[config.mk]
export PLATFORM = sky130hd
export DESIGN_NAME = dro_pulse_sequencer
export DESIGN_NICKNAME = d
export VERILOG_FILES = /design/src/rtl/dro_seq_pkg.sv /design/src/rtl/dro_seq_fifo.sv /design/src/rtl/dro_pulse_sequencer.sv
export SDC_FILE = /design/constraint.sdc
export NUM_CORES = 1
export LEC_CHECK = 0
export CORE_MARGIN = 2
export CORE_UTILIZATION = 38
export DETAILED_ROUTE_END_ITERATION = 16
export GPL_ROUTABILITY_DRIVEN = 0
export PLACE_DENSITY = 0.54
export SKIP_LAST_GASP = 1
export SYNTH_ARGS = -nofsm -noshare
export SYNTH_HDL_FRONTEND = slang
export SYNTH_SLANG_ARGS = --single-unit
[constraint.sdc]
create_clock -name clk_i -period 3.9 [get_ports clk_i]
set_clock_uncertainty 0.1 [all_clocks]
set_input_delay 1.17 -clock clk_i [delete_from_list [all_inputs] [get_ports clk_i]]
set_output_delay 1.17 -clock clk_i [all_outputs]
set_load 0.1 [all_outputs]
[src/rtl/dro_seq_pkg.sv]
// rtl/dro_seq_pkg.sv - op encodings, FSM state type and timing defaults for the DRO pulse sequencer
package dro_seq_pkg;

  localparam logic [1:0] OP_NOP  = 2'b00;
  localparam logic [1:0] OP_SET  = 2'b01;
  localparam logic [1:0] OP_READ = 2'b10;

  localparam int unsigned DEF_MIN_SEP = 3;
  localparam int unsigned DEF_OUT_LAT = 6;

  typedef enum logic [1:0] {
    ST_IDLE,
    ST_ISSUE,
    ST_HOLD,
    ST_GAP
  } seq_state_e;

  // Only SET and READ drive an edge; NOP and the reserved code are silent.
  function automatic logic is_edge_op(input logic [1:0] op);
    return (op == OP_SET) || (op == OP_READ);
  endfunction

endpackage

[src/rtl/dro_seq_fifo.sv]
// rtl/dro_seq_fifo.sv - synchronous command FIFO with occupancy, full and empty flags
module dro_seq_fifo #(
  parameter int unsigned DEPTH = 4,
  parameter int unsigned WIDTH = 10
) (
  input  logic                     clk_i,
  input  logic                     rst_i,
  input  logic                     push_i,
  input  logic                     pop_i,
  input  logic [WIDTH-1:0]         wdata_i,
  output logic [WIDTH-1:0]         rdata_o,
  output logic [$clog2(DEPTH):0]   count_o,
  output logic                     full_o,
  output logic                     empty_o
);

  localparam int unsigned AW = $clog2(DEPTH);
  localparam int unsigned CW = AW + 1;

  logic [WIDTH-1:0] mem_q [DEPTH];
  logic [AW-1:0]    wr_ptr_q;
  logic [AW-1:0]    rd_ptr_q;
  logic [CW-1:0]    count_q;
  logic             do_push;
  logic             do_pop;

  assign full_o  = (count_q == CW'(DEPTH));
  assign empty_o = (count_q == '0);
  assign do_push = push_i && !full_o;
  assign do_pop  = pop_i && !empty_o;
  assign rdata_o = mem_q[rd_ptr_q];
  assign count_o = count_q;

  always_ff @(posedge clk_i) begin
    if (do_push) begin
      mem_q[wr_ptr_q] <= wdata_i;
    end
  end

  // DEPTH is a power of two, so the pointers wrap naturally.
  always_ff @(posedge clk_i) begin
    if (rst_i) begin
      wr_ptr_q <= '0;
      rd_ptr_q <= '0;
      count_q  <= '0;
    end else begin
      if (do_push) wr_ptr_q <= wr_ptr_q + 1'b1;
      if (do_pop)  rd_ptr_q <= rd_ptr_q + 1'b1;
      case ({do_push, do_pop})
        2'b10:   count_q <= count_q + 1'b1;
        2'b01:   count_q <= count_q - 1'b1;
        default: count_q <= count_q;
      endcase
    end
  end

endmodule

[src/rtl/dro_pulse_sequencer.sv]
// rtl/dro_pulse_sequencer.sv - toggle-edge SET/READ driver for a DRO cell with shadow model
// Optional readback checker enabled by defining DRO_SEQ_CHECK_EN.
module dro_pulse_sequencer
  import dro_seq_pkg::*;
#(
  parameter int unsigned DEPTH   = 4,
  parameter int unsigned GAP_W   = 8,
  parameter int unsigned MIN_SEP = DEF_MIN_SEP,
  parameter int unsigned OUT_LAT = DEF_OUT_LAT
) (
  input  logic                     clk_i,
  input  logic                     rst_i,
  input  logic                     cmd_valid_i,
  output logic                     cmd_ready_o,
  input  logic [1:0]               cmd_op_i,
  input  logic [GAP_W-1:0]         cmd_gap_i,
  output logic                     set_o,
  output logic                     reset_o,
  input  logic                     dro_out_i,
  output logic                     expected_out_o,
  output logic                     busy_o,
  output logic [$clog2(DEPTH):0]   fifo_count_o,
  output logic                     err_mismatch_o,
  output logic [7:0]               err_count_o
);

  localparam int unsigned HOLD_W = $clog2(MIN_SEP + 1);
  localparam int unsigned FW     = 2 + GAP_W;

  logic             fifo_full;
  logic             fifo_empty;
  logic             fifo_push;
  logic             pop;
  logic [FW-1:0]    fifo_rdata;
  logic [1:0]       head_op;
  logic [GAP_W-1:0] head_gap;

  seq_state_e       state_q;
  logic [1:0]       cur_op_q;
  logic [GAP_W-1:0] cur_gap_q;
  logic [HOLD_W-1:0] hold_cnt_q;
  logic [GAP_W-1:0] gap_cnt_q;
  logic             set_q;
  logic             reset_q;
  logic             model_state_q;
  logic             exp_out_q;
  logic             hold_done;

  assign fifo_push   = cmd_valid_i && cmd_ready_o;
  assign cmd_ready_o = !fifo_full;
  assign head_op     = fifo_rdata[FW-1:GAP_W];
  assign head_gap    = fifo_rdata[GAP_W-1:0];

  dro_seq_fifo #(
    .DEPTH (DEPTH),
    .WIDTH (FW)
  ) u_fifo (
    .clk_i   (clk_i),
    .rst_i   (rst_i),
    .push_i  (fifo_push),
    .pop_i   (pop),
    .wdata_i ({cmd_op_i, cmd_gap_i}),
    .rdata_o (fifo_rdata),
    .count_o (fifo_count_o),
    .full_o  (fifo_full),
    .empty_o (fifo_empty)
  );

  // A zero gap lets the last hold cycle pop directly, keeping edges exactly MIN_SEP+1 apart.
  always_comb begin
    hold_done = 1'b0;
    pop       = 1'b0;
    case (state_q)
      ST_ISSUE: hold_done = !is_edge_op(cur_op_q);
      ST_HOLD:  hold_done = (hold_cnt_q <= HOLD_W'(1));
      default:  hold_done = 1'b0;
    endcase
    case (state_q)
      ST_IDLE: pop = !fifo_empty;
      ST_GAP:  pop = (gap_cnt_q <= GAP_W'(1)) && !fifo_empty;
      default: pop = hold_done && (cur_gap_q == '0) && !fifo_empty;
    endcase
  end

  always_ff @(posedge clk_i) begin
    if (rst_i) begin
      state_q       <= ST_IDLE;
      cur_op_q      <= OP_NOP;
      cur_gap_q     <= '0;
      hold_cnt_q    <= '0;
      gap_cnt_q     <= '0;
      set_q         <= 1'b0;
      reset_q       <= 1'b0;
      model_state_q <= 1'b0;
      exp_out_q     <= 1'b0;
    end else begin
      if (pop) begin
        cur_op_q  <= head_op;
        cur_gap_q <= head_gap;
      end
      case (state_q)
        ST_IDLE: begin
          if (pop) state_q <= ST_ISSUE;
        end
        ST_ISSUE: begin
          if (cur_op_q == OP_SET) begin
            set_q         <= ~set_q;
            model_state_q <= 1'b1;
          end else if (cur_op_q == OP_READ) begin
            reset_q <= ~reset_q;
            if (model_state_q) begin
              exp_out_q     <= ~exp_out_q;
              model_state_q <= 1'b0;
            end
          end
          if (!hold_done) begin
            hold_cnt_q <= HOLD_W'(MIN_SEP);
            state_q    <= ST_HOLD;
          end else if (cur_gap_q != '0) begin
            gap_cnt_q <= cur_gap_q;
            state_q   <= ST_GAP;
          end else begin
            state_q <= pop ? ST_ISSUE : ST_IDLE;
          end
        end
        ST_HOLD: begin
          if (!hold_done) begin
            hold_cnt_q <= hold_cnt_q - 1'b1;
          end else if (cur_gap_q != '0) begin
            gap_cnt_q <= cur_gap_q;
            state_q   <= ST_GAP;
          end else begin
            state_q <= pop ? ST_ISSUE : ST_IDLE;
          end
        end
        ST_GAP: begin
          if (gap_cnt_q > GAP_W'(1)) begin
            gap_cnt_q <= gap_cnt_q - 1'b1;
          end else begin
            state_q <= pop ? ST_ISSUE : ST_IDLE;
          end
        end
        default: state_q <= ST_IDLE;
      endcase
    end
  end

  assign set_o          = set_q;
  assign reset_o        = reset_q;
  assign expected_out_o = exp_out_q;
  assign busy_o         = !fifo_empty || (state_q != ST_IDLE);

`ifdef DRO_SEQ_CHECK_EN
  logic [OUT_LAT-1:0] pend_q;
  logic               err_q;
  logic [7:0]         err_cnt_q;
  logic               read_issue;

  assign read_issue = (state_q == ST_ISSUE) && (cur_op_q == OP_READ);

  // Each READ edge walks down the shift register; overlapping READs each get their own sample.
  always_ff @(posedge clk_i) begin
    if (rst_i) begin
      pend_q    <= '0;
      err_q     <= 1'b0;
      err_cnt_q <= '0;
    end else begin
      pend_q <= (pend_q << 1) | OUT_LAT'(read_issue);
      err_q  <= 1'b0;
      if (pend_q[OUT_LAT-1] && (dro_out_i != exp_out_q)) begin
        err_q <= 1'b1;
        if (err_cnt_q != 8'hFF) err_cnt_q <= err_cnt_q + 1'b1;
      end
    end
  end

  assign err_mismatch_o = err_q;
  assign err_count_o    = err_cnt_q;
`else
  localparam int unsigned unused_out_lat = OUT_LAT;
  logic unused_dro_out;

  assign unused_dro_out = dro_out_i;
  assign err_mismatch_o = 1'b0;
  assign err_count_o    = '0;
`endif

endmodule

==> out/results.tsv <==
stage	metric	value	unit
clock_network	clock_sinks	73	
sta	period_share	81.2	%
power_and_ir_drop	clkPwrFrac	21.3	%
floorplan	start_util	39.7	%
worst_setup_path	path_cells	or4_4, o41ai_4, o21ai_1, buf_4, nor2_1, ha_1, inv_1, fa_1, xor2_1, or3_1, a21oi_1	
global_routing	grt_max_degree	16	
floorplan	top_level_ports	31	
power_and_ir_drop	peakVddDrop	300	uV
sta	slew_headroom	44.0	%
yosys	yosysWarnings	0	
sta	fin_crit	3.17	ns
worst_setup_path	worst_setup_path_start_kind	flop	
yosys	synth_enable_flop_cells	40	
global_routing	antenna_found_initial	0	
drt	via_count	2363	
yosys	ys_seq_area_share	53.3	%
global_routing	track_usage	15.0	%
yosys	mappedNetlistArea	0.00349	mm2
worst_setup_path	critPathArrivalTime	3.35	ns
sta	timing.setup.tns	0	ns
global_routing	first_global_vias	2267	
drt	dr.first_iter.drc_count	149	
layout	drive_above_1_share	13.3	%
clock_network	cts_hold_buf	0	
clock_network	clockRootBuffer	clkbuf_8	
floorplan	dieWidth	99.9	um
worst_setup_path	required	4.08	ns
placed_design	io_buffer_count	20	
job	cap_violations	0	
clock_network	ctsResizeCount	0	
worst_setup_path	crit_buf_inv	2	
layout	fin_cells	438	
global_routing	grt_first_pass_wirelength	11.5	mm
drt	dr.pass1.iters	4	
clock_network	clock_latency	0.34	ns
power_and_ir_drop	power_leakage	0.00140	uW
layout	insertedDiodeCount	0	
worst_setup_path	cpPeakStageDelay	0.58	ns
clock_network	post-cts-setup-buffers	0	
power_and_ir_drop	powerDensity	742	mW/mm2
yosys	synth-seq-cells	73	
power_and_ir_drop	seq_power_share	37.2	%
hold_path	hold_path.class	reg2reg	
worst_setup_path	cp_max_fo	11	
clock_network	cts_tree	done	
sta	slew_violations	0	
yosys	synthCells	307	
power_and_ir_drop	intPower	1740	uW
floorplan	rows	34	
yosys	ys_async_sr_fraction	0	%
drt	viasPerCell	5.39	
sta	finalHoldViolCount	0	
yosys	ys.flop_type	edfxtp_1	
clock_network	clockBufferDepth	2	
sta	timing.fmax	316	MHz
drt	route.detailed.drc	0	
floorplan	die_h	99.9	um
drt	drt.antenna.violating_nets	0	
yosys	ys_types	56	
clock_network	cts_max_level	3	
layout	layout_common_cells	40 x edfxtp_1, 33 x dfxtp_1, 22 x nor2_1	
sta	worstMarginPinSlew	0.839	ns
floorplan	die_area	0.00998	mm2
global_routing	grt-ovfl-total	0	
power_and_ir_drop	switching_share	40.7	%
status	status	complete, no violations	
placed_design	dp_cells	423	
worst_setup_path	crit_path_end_kind	flop	
sta	rsz0062_at_grt	no	
sta	setup_viol	0	
power_and_ir_drop	power.switching	1200	uW
drt	drt-total-wl	6.85	mm
worst_setup_path	crit_type	reg2reg	
clock_network	numCtsBuffers	9	
yosys	syn-mean-instance-area	11.4	um2
placed_design	hpwlAfterDp	4.71	mm
layout	nFillCells	843	
worst_setup_path	critical-path-slowest-cell	or4_4	
floorplan	core_area	0.00881	mm2
clock_network	cts.clk_slew.worst_paths	0.08	ns
power_and_ir_drop	combPwrFrac	41.5	%
drt	routedWlPerCell	15.6	um
layout	final_common_cell	edfxtp_1	
worst_setup_path	critPathTopFamily	simple AND/OR/NAND/NOR gates	
layout	fin_nets	356	
layout	syn2layout_area_growth	13.3	%
==> kinds of logic (layout without fill, tap and decap cells) <==
logic type | count (synthesis) | in the layout | share of synthesized area (%)
and+or+nand+nor | 81 | 81 | 11.9
AOI/OAI and AO/OA | 74 | 74 | 14.0
DFF | 73 | 73 | 53.3
buffers and inverters | 42 | 57 | 5.66
adders and majority gates | 16 | 16 | 5.94
muxes | 14 | 14 | 7.59
xor gates and xnor gates | 6 | 6 | 1.50
other | 1 | 9 | 0.107
==> cells in the mapped netlist, drive strengths merged (5+ instances only) <==
library cell	number	area (um2)
buf	12	83.8
edfxtp	40	1200
a31oi	5	31.3
dfxtp	33	661
nor3	5	25.0
ha	15	188
clkbuf	14	53.8
o21ai	17	85.1
nor2	22	82.6
o31ai	5	37.5
nand3	13	65.1
mux4	10	225
xor2	5	43.8
nand2	13	48.8
a21oi	21	105
and3	5	31.3
inv	16	60.1
==> final timing paths <==
kind / from / endpoint / slack (ns) / cells after the start
max reg2reg: gap_cnt_q[4]$_SDFFE_PP0P_ / u_fifo.count_o[2]$_SDFFE_PP0P_ / 0.73 / 11
max: gap_cnt_q[4]$_SDFFE_PP0P_ / u_fifo.count_o[2]$_SDFFE_PP0P_ / 0.73 / 11
min: cur_gap_q[2]$_SDFFE_PP0N_ / cur_gap_q[2]$_SDFFE_PP0N_ / 0.41 / 2
min reg2reg: cur_gap_q[2]$_SDFFE_PP0N_ / cur_gap_q[2]$_SDFFE_PP0N_ / 0.41 / 2
==> metrics by stage <==
step	area [um2]	hold slack [ns]	util, %	setup slack, ns	power (uW)
after detailed placement	3750	0.392	42.6	0.615	2330
after CTS	3960	0.404	45.0	0.697	2960
final	3960	0.410	45.0	0.732	2940
after global routing	3960	0.434	45.0	0.542	3150
after global placement	3750	0.377	42.6	0.659	2320
after floorplan	3530	0.361	-	0.390	2060
==> metal layers <==
metal	vias to the layer above	routed length (um)	GRT usage, %
met1	1144	3200	19.4
met5	-	0	0
met3	10	245	3.62
li1	1163	-	-
met4	0	100	6.53
met2	46	3300	24.0
==> worst min-delay path: stages (launching register included) <==
cell and delay, ns:
dfxtp_1 0.33, o21ai_0 0.07, a21oi_1 0.06
==> flip-flops by register name, indices dropped and copies added, names as in the netlist <==
signal / count
hold_cnt_q: 2
expected_out_o: 1
state_q: 2
model_state_q: 1
u_fifo.count_o: 3
u_fifo.wr_ptr_q: 2
set_o: 1
cur_gap_q: 8
u_fifo.rd_ptr_q: 2
gap_cnt_q: 8
u_fifo.mem_q: 40
cur_op_q: 2
reset_o: 1
==> power by group through the flow <==
stage                     Clock [uW]  Combinational (uW)  Sequential, uW
after floorplan                    0                 916            1140
after global placement             0                1210            1110
after detailed placement           0                1220            1110
after CTS                        643                1220            1100
after global routing             681                1350            1120
final                            626                1220            1090
==> cell type report <==
class	count	area, um2	area share [%]
inverter	16	60.1	1.52
clock inverter	6	83.8	2.12
clock buffer	9	124	3.13
sequential	73	1860	47.0
timing repair buffer	26	225	5.69
tap	108	135	3.41
multi-input combinational	200	1470	37.1
(Power assumes the default switching activity.)
